## config.mk

```make
export PLATFORM = sky130hd
export DESIGN_NAME = flipdot_frame_tx
export DESIGN_NICKNAME = d
export VERILOG_FILES = /design/src/rtl/flipdot_frame_tx.sv
export SDC_FILE = /design/constraint.sdc
export NUM_CORES = 1
export LEC_CHECK = 0
export CAP_MARGIN = 15
export CELL_PAD_IN_SITES_DETAIL_PLACEMENT = 1
export CELL_PAD_IN_SITES_GLOBAL_PLACEMENT = 1
export CORE_ASPECT_RATIO = 1.5
export CORE_MARGIN = 8
export CORE_UTILIZATION = 46
export DETAILED_ROUTE_END_ITERATION = 10
export GPL_TIMING_DRIVEN = 0
export PLACE_DENSITY = 0.74
export SYNTH_ARGS = -nofsm -noshare
export SYNTH_HDL_FRONTEND = slang
export SYNTH_SLANG_ARGS = --single-unit
```

## constraint.sdc

```tcl
create_clock -name iCLK -period 3.05 [get_ports iCLK]
set_clock_uncertainty 0.1 [all_clocks]
set_input_delay 0.61 -clock iCLK [delete_from_list [all_inputs] [get_ports iCLK]]
set_output_delay 0.61 -clock iCLK [all_outputs]
set_load 0.01 [all_outputs]
```

## src/rtl/flipdot_frame_tx.sv

```systemverilog
// Multi-panel flipdot frame transmitter: double-buffered dot image, one 8N1
// packet per panel (80, CMD, addr, columns..., 8F) with drop reporting.
module flipdot_frame_tx #(
  parameter int          COLS          = 28,
  parameter int          ROWS          = 7,
  parameter int          PANELS        = 1,
  parameter logic [7:0]  BASE_ADDR     = 8'h00,
  parameter logic [7:0]  CMD           = 8'h83,
  parameter int          CLKS_PER_BIT  = 1311,
  parameter bit          CLEAR_ON_SWAP = 1'b1,
  localparam int         NCOL          = COLS * PANELS,
  localparam int         CW            = (NCOL > 1) ? $clog2(NCOL) : 1
) (
  input  logic          iCLK,
  input  logic          iRST_N,
  input  logic          iWR,
  input  logic [CW-1:0] iCOL,
  input  logic [2:0]    iROW,
  input  logic          iDOT,
  input  logic          iFRAME_END,
  input  logic          iFREEZE,
  output logic          oTXD,
  output logic          oBUSY,
  output logic          oFRAME_DROP,
  output logic [15:0]   oFRAMES_SENT
);
  localparam int IW = $clog2(COLS + 4);
  localparam int PW = (PANELS > 1) ? $clog2(PANELS) : 1;
  localparam int BW = (CLKS_PER_BIT > 1) ? $clog2(CLKS_PER_BIT) : 1;

  // Byte selection (LOAD) and byte/panel advance (NEXT) happen combinationally
  // inside the START and STOP bit periods, so bytes follow back to back.
  typedef enum logic [1:0] {S_IDLE, S_START, S_DATA, S_STOP} state_t;

  state_t                   state_q, state_n;
  logic [BW-1:0]            baud_q, baud_n;
  logic [2:0]               bit_q, bit_n;
  logic [IW-1:0]            idx_q, idx_n;
  logic [PW-1:0]            pan_q, pan_n;
  logic                     txd_q, txd_n;
  logic                     drop_q, drop_n;
  logic [15:0]              frames_q, frames_n;
  logic [NCOL-1:0][ROWS-1:0] wbuf, tbuf;

  logic       wr_ok, fe, snap, baud_end, last_byte, last_pan;
  logic [CW-1:0] gcol;
  logic [7:0] cur_byte;

  assign wr_ok     = iWR && (int'(iCOL) < NCOL) && (int'(iROW) < ROWS);
  assign fe        = iFRAME_END && !iFREEZE;
  assign snap      = fe && (state_q == S_IDLE);
  assign baud_end  = (baud_q == BW'(CLKS_PER_BIT - 1));
  assign last_byte = (idx_q == IW'(COLS + 3));
  assign last_pan  = (pan_q == PW'(PANELS - 1));

  always_comb begin
    gcol     = CW'(int'(pan_q) * COLS + int'(idx_q) - 3);
    cur_byte = 8'h00;
    if (idx_q == IW'(0))      cur_byte = 8'h80;
    else if (idx_q == IW'(1)) cur_byte = CMD;
    else if (idx_q == IW'(2)) cur_byte = BASE_ADDR + 8'(pan_q);
    else if (last_byte)       cur_byte = 8'h8F;
    else                      cur_byte = 8'(tbuf[gcol]);
  end

  always_comb begin
    state_n  = state_q;
    baud_n   = baud_q;
    bit_n    = bit_q;
    idx_n    = idx_q;
    pan_n    = pan_q;
    txd_n    = txd_q;
    frames_n = frames_q;
    drop_n   = fe && (state_q != S_IDLE);
    case (state_q)
      S_IDLE: if (snap) begin
        state_n = S_START;
        baud_n  = '0;
        idx_n   = '0;
        pan_n   = '0;
        txd_n   = 1'b0;
      end
      S_START: if (baud_end) begin
        baud_n  = '0;
        bit_n   = 3'd0;
        state_n = S_DATA;
        txd_n   = cur_byte[0];
      end else baud_n = baud_q + 1'b1;
      S_DATA: if (baud_end) begin
        baud_n = '0;
        if (bit_q == 3'd7) begin
          state_n = S_STOP;
          txd_n   = 1'b1;
        end else begin
          bit_n = bit_q + 3'd1;
          txd_n = cur_byte[bit_n];
        end
      end else baud_n = baud_q + 1'b1;
      S_STOP: if (baud_end) begin
        baud_n = '0;
        if (last_byte && last_pan) begin
          state_n  = S_IDLE;
          idx_n    = '0;
          frames_n = frames_q + 16'd1;
        end else begin
          state_n = S_START;
          txd_n   = 1'b0;
          if (last_byte) begin
            idx_n = '0;
            pan_n = pan_q + 1'b1;
          end else idx_n = idx_q + 1'b1;
        end
      end else baud_n = baud_q + 1'b1;
      default: state_n = S_IDLE;
    endcase
  end

  always_ff @(posedge iCLK or negedge iRST_N) begin
    if (!iRST_N) begin
      state_q  <= S_IDLE;
      baud_q   <= '0;
      bit_q    <= '0;
      idx_q    <= '0;
      pan_q    <= '0;
      txd_q    <= 1'b1;
      drop_q   <= 1'b0;
      frames_q <= '0;
    end else begin
      state_q  <= state_n;
      baud_q   <= baud_n;
      bit_q    <= bit_n;
      idx_q    <= idx_n;
      pan_q    <= pan_n;
      txd_q    <= txd_n;
      drop_q   <= drop_n;
      frames_q <= frames_n;
    end
  end

  // A write in the snapshot cycle lands on the freshly cleared buffer.
  always_ff @(posedge iCLK or negedge iRST_N) begin
    if (!iRST_N) begin
      wbuf <= '0;
      tbuf <= '0;
    end else begin
      if (snap) begin
        tbuf <= wbuf;
        if (CLEAR_ON_SWAP) wbuf <= '0;
      end
      if (wr_ok) wbuf[iCOL][iROW] <= iDOT;
    end
  end

  assign oTXD         = txd_q;
  assign oBUSY        = (state_q != S_IDLE);
  assign oFRAME_DROP  = drop_q;
  assign oFRAMES_SENT = frames_q;
endmodule
```

After elaboration in Yosys (flattened, before gate mapping). Cells that the tools add are included. W data, S select, Z words.

Add/subtract/negate cells: 7. Multiply operators: 1. $lt $le $gt $ge: 8. Equal/unequal tests: 16. Mux-type cells: 45. Bitwise gates (word level): 1. Reduce and logical (&&, ||, !) cells: 21.

Operators with widths (count): $mux W196 (2); $bwmux W196 (1); $bmux W7 S5 (1); $demux W7 S5 (1); $mux W8 (4); $mux W11 (2); $pmux W11 S2 (1); $mux W5 (4); $add A16 B1 Y16 const B (1); $ne A2 B2 Y1 const B (8); $reduce_and A5 Y1 (3); $mux W7 (2); $lt A5 B6 Y1 const B (2); $mux W1 (12); $add A11 B1 Y11 const B (1); $eq A11 B11 Y1 const B (1); $mux W2 (5); $pmux W5 S2 (1); $mux W3 (3); $logic_and A1 B1 Y1 (8); $lt A3 B4 Y1 const B (2); $pmux W2 S4 (1); $pmux W3 S2 (1); $reduce_and A3 Y1 (2); other kinds (27) (30).

Register bits: 432. Input bits: 14. Output and inout port bits: 19. Logic and storage cells: 163.

Longest topological paths before layout. Gate-level depths: netlist of run 1.

Depth in word-level cells: 14. Mapped depth: 14. Depth with buffers taken out: 11.

Worst setup path after synthesis of run 1. OpenSTA, ideal clock, no wires.

Path kind: flip-flop to flip-flop. Start point: register idx_q[0]. End point: register txd_q, in the netlist oTXD. Setup time: 0.078 ns. Arrival: 3.212 ns. Required time: 2.872 ns. Slack: -0.340 ns. Stages on the path, launching flop included: 13. Path buffers: 5. Period minus slack after synthesis: 3.390 ns. Path through: dfrtp_1 > buf_2 > buf_2 > inv_2 > ha_1 > buf_2 > buf_6 > buf_4 > mux4_2 > a2111o_1 > nand4_1 > o211ai_1 > a31o_1.

Cells in the longest elaborated chain, start to end: 13. Elaborated cells between the ends (all ways): 21. Those cells by class: add/sub: 2; eq/ne: 4; mux: 12; reduce/logical: 3.

RTL lines: start: declaration (RTL line 38) `logic [IW-1:0] idx_q, idx_n;`; start signal: assignment (RTL line 132) `idx_q <= idx_n;`; $add A5 B5 Y5 (RTL line 57) `gcol = CW'(int'(pan_q) * COLS + int'(idx_q) - 3);`; $sub A5 B2 Y5 (RTL line 57); $bmux W7 S5 (RTL line 63) `else cur_byte = 8'(tbuf[gcol]);`; $mux W7 (implied by the code) (RTL line 63); $mux W8 (RTL line 62) `else if (last_byte) cur_byte = 8'h8F;`; $mux W8 (RTL line 61) `else if (idx_q == IW'(2)) cur_byte = BASE_ADDR + 8'(pan_q);`; $mux W8 (RTL line 60) `else if (idx_q == IW'(1)) cur_byte = CMD;`; $mux W8 (RTL line 59) `if (idx_q == IW'(0)) cur_byte = 8'h80;`; $bmux W1 S3 (RTL line 96) `txd_n = cur_byte[bit_n];`; $mux W1 (implied by the code) (RTL line 96); $mux W1 (RTL line 91) `if (bit_q == 3'd7) begin`; $mux W1 (RTL line 89) `S_DATA: if (baud_end) begin`; $pmux W1 S4 (RTL line 75) `case (state_q)`; end signal: assignment (RTL line 134) `txd_q <= txd_n;`; end: declaration (RTL line 40) `logic txd_q, txd_n;`.

Several ways; a longest one is shown, not always the timed one. The select of a mux whose other input is x is not followed. A chain may end at the register's enable or synchronous reset.

Worst setup path in the final report of run 1. Same ends and word-level chain as after synthesis.

==> results.toml, run 1 <==
[worst_setup_path]
critical-path-top-delay-family = "adder cells"
worst_ep_required_time_ps = 3440
path_max_fanout = 10
crit_path_end = "oTXD"
r2r-end = "oTXD"
slowest_stage = "dfrtp_2"
crit_chain = "buf_4 > ha_1 > ha_4 > buf_8 > buf_8 > mux4_2 > nand3_1 > nand3_2 > nand4b_1 > a21oi_2 > o211ai_1 > a31o_1"
critPathMaxStageDelay_ps = 450
path_depth = 12
arrival_ps = 3590
cp_common_cell = "buf_8"
path_buf_inv = 3
setup.worst_path.end_class = "flip-flop"
crit_path_start = "idx_q[0]"
r2r_setup_slack_ps = -150
r2r_start = "idx_q[0]"
rr_worst_depth = 12
critical_path_class = "flip-flop to flip-flop"
critPathLaunchType = "flip-flop"

[timing]
period_minus_slack_ps = 3200
final-hold-violation-count = 2
post-route-period-util_pct = 105
finalSetupViolCount = 1
slew_headroom_pct = 32.6
fin_hold_ws_ps = -22.1
drv_slew = 0
timing.fmax_mhz = 312
rsz0062_at_grt = "true"
tightest_slew_ps = 1010
worst_slack_ps = -153

[clock_tree]
clockRootBuffer = "clkbuf_16"
cts_tree = "yes"
path_clk_slew_ps = 60
clock-sinks = 432
cts_made_buffers = 44
htreeDepth = 2
clock_path_buffers = 3
insertion_delay_ps = 560

[global_route]
grt_max_degree = 119
antenna_found_initial = 2
overflow = 0
grt_usage_pct = 26.7
grt_pass1_wl_mm = 101
grt_pass1_vias = 16200

[synthesis]
synth_area_leaders = "dfrtp_1 (55%), mux2_2 (11%), mux4_2 (5.1%)"
synth_area_leader_cell = "dfrtp_1"
synth_seq_area_share_pct = 54.8
synth-edff-count = 0
ys_warn_count = 0
synth_top_cell_area_share_pct = 54.7
netlist_area_um2 = 19700
ys_types = 65
synthFlopType = "dfrtp_1"
syn_nets = 1731
avgSynthCellArea_um2 = 11.6
synth_cells = 1698
ys_ff_latch = 432
synthArstFlopShare_pct = 100

[place]
dp_hpwl_mm = 45.9
port_buffers = 29
gp_congestion = 0.925
numPlacedInstances = 2302

[floorplanning]
die_h_um = 270
start_util_pct = 46.3
core_um2 = 42600
die_x_um = 185
die_area_um2 = 49900
ioPinCount = 33
fp-row-count = 93

[drt]
drc = 0
viasPerCell = 6.09
totalWireLength_mm = 65.5
dr.pass1.iters = 5
routedWlPerCell_um = 27.3
num_vias = 14600
drtAntennaViolNets = 0
drtIter0Drc = 864

[cells_and_area]
area_growth_pct = 15.7
fin_cells = 2397
drive_gt1_share_pct = 23.2
postLayoutCoreUtil_pct = 53.6
nets = 1828
layout_commonest_cell = "dfrtp_1"
diodes = 0
final_cell_mix = "dfrtp_1 (429), nand2_1 (254), mux2_2 (199), nand3_1 (125), o21ai_0 (119)"

[hold_path]
hp-class = "input port to asynchronous set/reset pin"

[run_status]
violations = "negative hold slack, negative setup slack"
outcome = "finished, violations left"

[flow_run]
maxCapViolations = 0

[pwr]
p_leak_nw = 10.4
powerDensity_nw_per_um2 = 512
peakVddDrop_mv = 0.494
==> logic make-up after synthesis <==
logic type	Yosys count	share of synthesized area, %
AO/OA/AOI/OAI	263	8.57
XOR/XNOR	28	1.31
adder cells (fa/ha/maj)	19	1.21
buffers and inverters	137	2.78
flip-flops	432	54.8
multiplexers	304	19.6
AND/OR/NAND/NOR	515	11.7
==> area by class of cell <==
type / count / area (um^2)
timing repair buffer: 54 / 633
sequential: 432 / 10800
tap: 570 / 713
multi-input combinational: 1129 / 8520
clock inverter: 10 / 63.8
clock buffer: 68 / 1330
inverter: 19 / 97.6
buffer: 115 / 634
fill: 4476 / 19800
==> cells in the mapped netlist (all sizes together), types with 8 or more instances <==
cell type,count
mux2i,59
xor2,13
ha,19
nor2,61
mux2,200
nor3,9
inv,19
buf,26
o21ai,119
o31ai,50
nand4,8
o211ai,51
nand3,127
and3,11
nand2,254
mux4,45
xnor2,14
dfrtp,431
clkbuf,92
==> where the power goes <==
part	internal, mW	leakage, nW	switching [mW]
sequential	5.84	5.97	0.0724
combinational	0.109	3.77	0.334
clock	3.01	0.691	2.31
==> routing by layer <==
layer | track usage [%] | wire [um]
met1 | 29.1 | 23400
met2 | 46.9 | 34000
met3 | 4.56 | 3120
met4 | 17.1 | 4890
met5 | 0 | 26
==> metrics by stage <==
| stage | TNS, ps | cell area [um^2] | hold WS, ps | setup WS (ps) | total power [mW] |
|---|---|---|---|---|---|
| final | -153 | 22800 | -22.1 | -153 | 11.7 |
| after global routing | -182 | 22800 | 71.9 | -182 | 12.0 |
| after CTS | -226 | 22600 | 44.6 | -226 | 11.7 |
| after detailed placement | -154460 | 20900 | 370 | -1370 | 6.46 |
| after global placement | -7695710 | 20700 | 362 | -17550 | 6.42 |
| after floorplan | 0 | 19700 | 214 | 31.4 | 6.17 |
==> sequential cells by signal, summed over array words and instances (netlist names) <==
| signal | cells |
|---|---|
| baud_q | 11 |
| idx_q | 5 |
| oFRAME_DROP | 1 |
| tbuf | 196 |
| oFRAMES_SENT | 16 |
| oTXD | 1 |
| pan_q | 1 |
| wbuf | 196 |
| state_q | 2 |
| bit_q | 3 |
==> worst min-delay path by stage <==
stage                             endpoint  slack, ps  depth (start not counted)
final                            baud_q[3]        -20                          1
after CTS                        baud_q[3]         40                          1
after global routing             baud_q[3]         70                          1
after global placement    oFRAMES_SENT[15]        360                          1
after detailed placement  oFRAMES_SENT[15]        370                          1
after floorplan                  baud_q[0]        210                          0
==> repair_timing <==
item / CTS / global route
resized for setup: 77 / 31
hold buffers: 0 / 0
setup endpoints to repair: 266 / 118
buffers inserted: 9 / 10
pin swaps: 6 / 14
gates cloned: 1 / 0
No activity file was read; power rests on OpenSTA's default activity.
==> run 2, diff against run 1 <==
--- a/config.mk
+++ b/config.mk
@@ -5,7 +5,7 @@
 export SDC_FILE = /design/constraint.sdc
 export NUM_CORES = 1
 export LEC_CHECK = 0
-export CAP_MARGIN = 15
+export CAP_MARGIN = 10
 export CELL_PAD_IN_SITES_DETAIL_PLACEMENT = 1
 export CELL_PAD_IN_SITES_GLOBAL_PLACEMENT = 1
 export CORE_ASPECT_RATIO = 1.5
@@ -14,6 +14,7 @@
 export DETAILED_ROUTE_END_ITERATION = 10
 export GPL_TIMING_DRIVEN = 0
 export PLACE_DENSITY = 0.74
+export RECOVER_POWER = 25
 export SYNTH_ARGS = -nofsm -noshare
 export SYNTH_HDL_FRONTEND = slang
 export SYNTH_SLANG_ARGS = --single-unit
==> run 2 against run 1 <==
  * The run ends with max-capacitance violations, max-slew violations, negative setup slack left
  * Maximum frequency about the same
  * Flip-flop and latch count unchanged
  * Via count down 0.32%
  * Non-clock buffer count unchanged
  * Clock power about the same
  * Hold slack better by 300 ps
  * Final area down 0.26%
  * Count of clock-buffer cells in the layout unchanged
  * Sequential share of layout area up 0.13 points
  * Critical path depth unchanged
  * Sequential power about the same
  * Critical endpoint unchanged
  * Largest cell class unchanged
==> results.toml, run 2 (synthesis gave the netlist of run 1 again) <==
[timing]
drv_slew = 110
final-hold-violation-count = 0
rsz0062_at_grt = "true"
period_minus_slack_ps = 3200
timing.fmax_mhz = 312
fin_tns_setup_ps = -154
finalSetupViolCount = 1
post-route-period-util_pct = 105
tightest_slew_ps = 1600
slew_headroom_pct = -6.39
worst_slack_ps = -154

[place]
gp_congestion = 0.925
numPlacedInstances = 2302
dp_hpwl_mm = 45.9
port_buffers = 29
pre_cts_slack_ps = -1370

[pwr]
power_frac_seq_pct = 50.7
p_comb_share_pct = 3.7
p_clk_share_pct = 45.6
p_leak_nw = 10.4
p_sw_mw = 2.71
total_power_mw = 11.7
internal_power_mw = 8.94
peakVddDrop_mv = 0.490
powerDensity_nw_per_um2 = 512
switching_share_pct = 23.3

[cells_and_area]
postLayoutCoreUtil_pct = 53.4
fillers = 4484
diodes = 0
final_cell_mix = "dfrtp_1 (429), nand2_1 (254), mux2_2 (199), nand3_1 (125), o21ai_0 (119)"
drive_gt1_share_pct = 23.2
fin_cells = 2397
multiInputGateArea_um2 = 8520
layout_commonest_cell = "dfrtp_1"
nets = 1828
area_growth_pct = 15.4
area.sequential_um2 = 10800

[worst_setup_path]
worst_ep_required_time_ps = 3440
setup.worst_path.end_class = "flip-flop"
path_max_fanout = 10
arrival_ps = 3590
critical_path_class = "flip-flop to flip-flop"
critPathLaunchType = "flip-flop"

[drt]
num_vias = 14500
dr.pass1.iters = 5
totalWireLength_mm = 65.4
routedWlPerCell_um = 27.3
drtAntennaViolNets = 0
drtIter0Drc = 904
wl_met3_mm = 2.99
viasPerCell = 6.07
drc = 0
met2_length_mm = 34.1
highest_layer = "met5"
wl_met1_mm = 23.6

[clock_tree]
insertion_delay_ps = 570
clockRootBuffer = "clkbuf_16"
cts_made_buffers = 44
path_clk_slew_ps = 60
htreeDepth = 2
cts_tree = "yes"
clock-sinks = 432
clock_path_buffers = 3

[global_route]
grt_pass1_vias = 16200
overflow = 0
grt_max_degree = 119
grt_pass1_wl_mm = 101
grt_usage_pct = 26.7
antenna_found_initial = 2

[floorplanning]
die_h_um = 270
die_x_um = 185
ioPinCount = 33
start_util_pct = 46.3
die_area_um2 = 49900
fp-row-count = 93
core_um2 = 42600

[run_status]
outcome = "finished, violations left"
violations = "max-capacitance violations, max-slew violations, negative setup slack"

[flow_run]
maxCapViolations = 1

[hold_path]
hp-class = "input port to asynchronous set/reset pin"
[run 2: per-stage QoR]
step	hold slack (ps)	area, um^2
after floorplan	214	19700
after global placement	362	20700
after detailed placement	370	20900
after CTS	44.6	22600
after global routing	409	22800
final	275	22800
[run 2: power groups by stage]
stage	clock [mW]	combinational, mW	sequential (mW)
floorplan	0	0.192	5.98
global placement	0	0.407	6.02
detailed placement	0	0.445	6.01
CTS	5.37	0.449	5.91
global route	5.61	0.483	5.92
finish	5.32	0.433	5.91
[run 2: cell type report]
| type | instances | area share, % |
|---|---|---|
| clock buffer | 68 | 5.86 |
| tap | 570 | 3.13 |
| clock inverter | 10 | 0.280 |
| inverter | 19 | 0.429 |
| sequential | 432 | 47.5 |
| timing repair buffer | 54 | 2.52 |
| multi-input combinational | 1129 | 37.5 |
| buffer | 115 | 2.79 |
[run 2: repair_timing]
item | in CTS | in global routing
gates resized for setup | 77 | 31
hold buffers | 0 | 0
cloned | 1 | 0
buffers inserted | 9 | 10
setup endpoints to repair | 266 | 118
pin swaps | 6 | 14
endpoints found under the hold margin | 0 | 0
[run 2: worst paths after layout]
kind | startpoint | end | slack [ps] | depth (start not counted)
worst min-delay path | iRST_N | baud_q[3] | 280 | 1
worst min register to register | oFRAMES_SENT[15] | oFRAMES_SENT[15] | 380 | 1
min in group iCLK | oFRAMES_SENT[15] | oFRAMES_SENT[15] | 380 | 1
worst max register to register | idx_q[0] | oTXD | -150 | 12
worst max-delay path | idx_q[0] | oTXD | -150 | 12
max in group asynchronous | iRST_N | wbuf[94] | 320 | 2
[run 2: metal layers]
metal	vias up	global-route usage [%]
met4	4	17.1
met5	-	0
met3	219	4.56
met1	7616	29.1
met2	441	46.9
li1	6267	-
[run 2: worst max-delay path, cell delays in order, from the launching register on]
cell	delay (ps)
dfrtp_2	450
buf_4	150
ha_1	290
ha_4	370
buf_8	200
buf_8	210
mux4_2	360
nand3_1	140
nand3_2	110
nand4b_1	230
a21oi_2	190
o211ai_1	120
a31o_1	210
==> run 3, diff against run 2 <==
--- a/config.mk
+++ b/config.mk
@@ -10,10 +10,10 @@
 export CELL_PAD_IN_SITES_GLOBAL_PLACEMENT = 1
 export CORE_ASPECT_RATIO = 1.5
 export CORE_MARGIN = 8
-export CORE_UTILIZATION = 46
+export CORE_UTILIZATION = 51
 export DETAILED_ROUTE_END_ITERATION = 10
 export GPL_TIMING_DRIVEN = 0
-export PLACE_DENSITY = 0.74
+export PLACE_DENSITY_LB_ADDON = 0.08
 export RECOVER_POWER = 25
 export SYNTH_ARGS = -nofsm -noshare
 export SYNTH_HDL_FRONTEND = slang
==> constraint.sdc (replaced) <==
create_clock -name iCLK -period 3.5 [get_ports iCLK]
set_clock_uncertainty 0.1 [all_clocks]
set_input_delay 0.7 -clock iCLK [delete_from_list [all_inputs] [get_ports iCLK]]
set_output_delay 0.7 -clock iCLK [all_outputs]
set_load 0.01 [all_outputs]
==> run 3 against run 2 <==
  * The run ends with max-capacitance violations, max-slew violations left
  * Non-clock buffer count shrank 9
  * Cell count shrank 3.5%
  * Core utilization grew 5.0 points
  * Sequential share of layout area grew 0.78 points
  * Total power shrank 12%
  * Via count shrank 1.4%
  * Largest power group unchanged
  * Combinational power shrank 12%
  * Sequential power shrank 13%
  * Count of clock-buffer cells in the layout shrank 2
==> results.toml, run 3 (synthesis gave the netlist of run 1 again) <==
[cells_and_area]
diodes = 0
fillers = 3940
drive_gt1_share_pct = 20.2
final_cell_mix = "dfrtp_1 (430), nand2_1 (254), mux2_2 (200), nand3_1 (127), o21ai_0 (119)"
area_growth_pct = 13.5
area.sequential_um2 = 10800
multiInputGateArea_um2 = 8430
layout_commonest_cell = "dfrtp_1"
nets = 1818
design_area_um2 = 22400

[place]
port_buffers = 29
pre_cts_slack_ps = -1740
placed_area_um2 = 20800
dp_hpwl_mm = 45.3
gp_congestion = 0.901

[timing]
worst_slack_ps = 105
slew_headroom_pct = -8.30
period_minus_slack_ps = 3400
finalSetupViolCount = 0
drv_slew = 114
timing.fmax_mhz = 295
final-hold-violation-count = 0
tightest_slew_ps = 1620
post-route-period-util_pct = 97.0
rsz0062_at_grt = "false"

[drt]
num_vias = 14300
routedWlPerCell_um = 27.4
dr.pass1.iters = 5
viasPerCell = 6.21
drc = 0
totalWireLength_mm = 63.4
drtAntennaViolNets = 0
drtIter0Drc = 954

[floorplanning]
die_h_um = 257
start_util_pct = 51.5
core_um2 = 38300
die_area_um2 = 45300
fp-row-count = 88
ioPinCount = 33
die_x_um = 177

[worst_setup_path]
worst_ep_required_time_ps = 3880
setup.worst_path.end_class = "flip-flop"
critical_path_class = "flip-flop to flip-flop"
arrival_ps = 3780
rr_worst_depth = 11
path_max_fanout = 10
critPathLaunchType = "flip-flop"

[pwr]
powerDensity_nw_per_um2 = 461
p_leak_nw = 10.3
peakVddDrop_mv = 0.414

[flow_run]
maxCapViolations = 1

[global_route]
grt_usage_pct = 28.6
antenna_found_initial = 1
grt_pass1_wl_mm = 99.0
overflow = 0
grt_pass1_vias = 16000
grt_max_degree = 114

[clock_tree]
clockRootBuffer = "clkbuf_16"
cts_tree = "yes"
clock-sinks = 432
cts_made_buffers = 43
path_clk_slew_ps = 60
htreeDepth = 2
clock_path_buffers = 3
insertion_delay_ps = 570

[run_status]
violations = "max-capacitance violations, max-slew violations"
outcome = "finished, violations left"

[hold_path]
hp-class = "flip-flop to flip-flop"
worst_hold_path.num_cells = 1
-- run 3: layer usage --
| metal | up-vias | wire length (um) | track usage [%] |
|---|---|---|---|
| met5 | - | 0 | 0 |
| met4 | 0 | 3960 | 16.4 |
| met3 | 179 | 2680 | 4.38 |
| met2 | 397 | 33200 | 50.1 |
| met1 | 7510 | 23500 | 32.6 |
| li1 | 6261 | - | - |
-- run 3: worst max-delay path, stage by stage, from the launching register on --
cell	delay (ps)
dfrtp_1	390
inv_1	110
ha_1	280
inv_1	40
ha_1	440
xor2_4	350
buf_4	310
mux4_2	380
a2111o_1	430
nand4_1	110
o211ai_1	140
a31o_1	240
-- run 3: power breakdown --
part           internal, mW  total, mW  switching [mW]  leakage, nW
logic                0.0926      0.382           0.289         3.59
registers              5.09       5.15          0.0599         5.97
clock network          2.77       4.78            2.02        0.712
-- run 3: path summary, 6_finish.rpt --
| check | from | endpoint | slack [ps] |
|---|---|---|---|
| max | pan_q | oTXD | 100 |
| min | oFRAMES_SENT[6] | oFRAMES_SENT[6] | 390 |
| max reg2reg | pan_q | oTXD | 100 |
| min reg2reg | oFRAMES_SENT[6] | oFRAMES_SENT[6] | 390 |
| max in group asynchronous | iRST_N | wbuf[70] | 900 |
| min in group asynchronous | iRST_N | baud_q[7] | 490 |
-- run 3: timing repair --
action,CTS,global route
endpoints found under the setup margin,2,1
pin swaps,0,1
hold endpoints to repair,26,0
buffers inserted,3,3
resized for setup,32,7
hold buffers,1,0
-- run 3: metrics by stage --
stage	hold slack, ps	power, mW	TNS, ps	instances	util (%)
2_1_floorplan	304	5.38	0	1698	-
3_3_place_gp	362	5.60	-7434850	2222	53.8
3_5_place_dp	382	5.63	-4930	2228	54.2
4_1_cts	393	10.4	0	2309	58.4
5_1_grt	412	10.6	0	2312	58.4
6_report	391	10.3	0	2312	58.4
-- run 3: final cells by class --
| type | instances | share of cell area [%] |
|---|---|---|
| buffer | 118 | 2.64 |
| clock buffer | 66 | 5.78 |
| clock inverter | 11 | 0.648 |
| inverter | 19 | 0.330 |
| multi-input combinational | 1129 | 37.6 |
| sequential | 432 | 48.3 |
| tap | 495 | 2.77 |
| timing repair buffer | 42 | 1.89 |
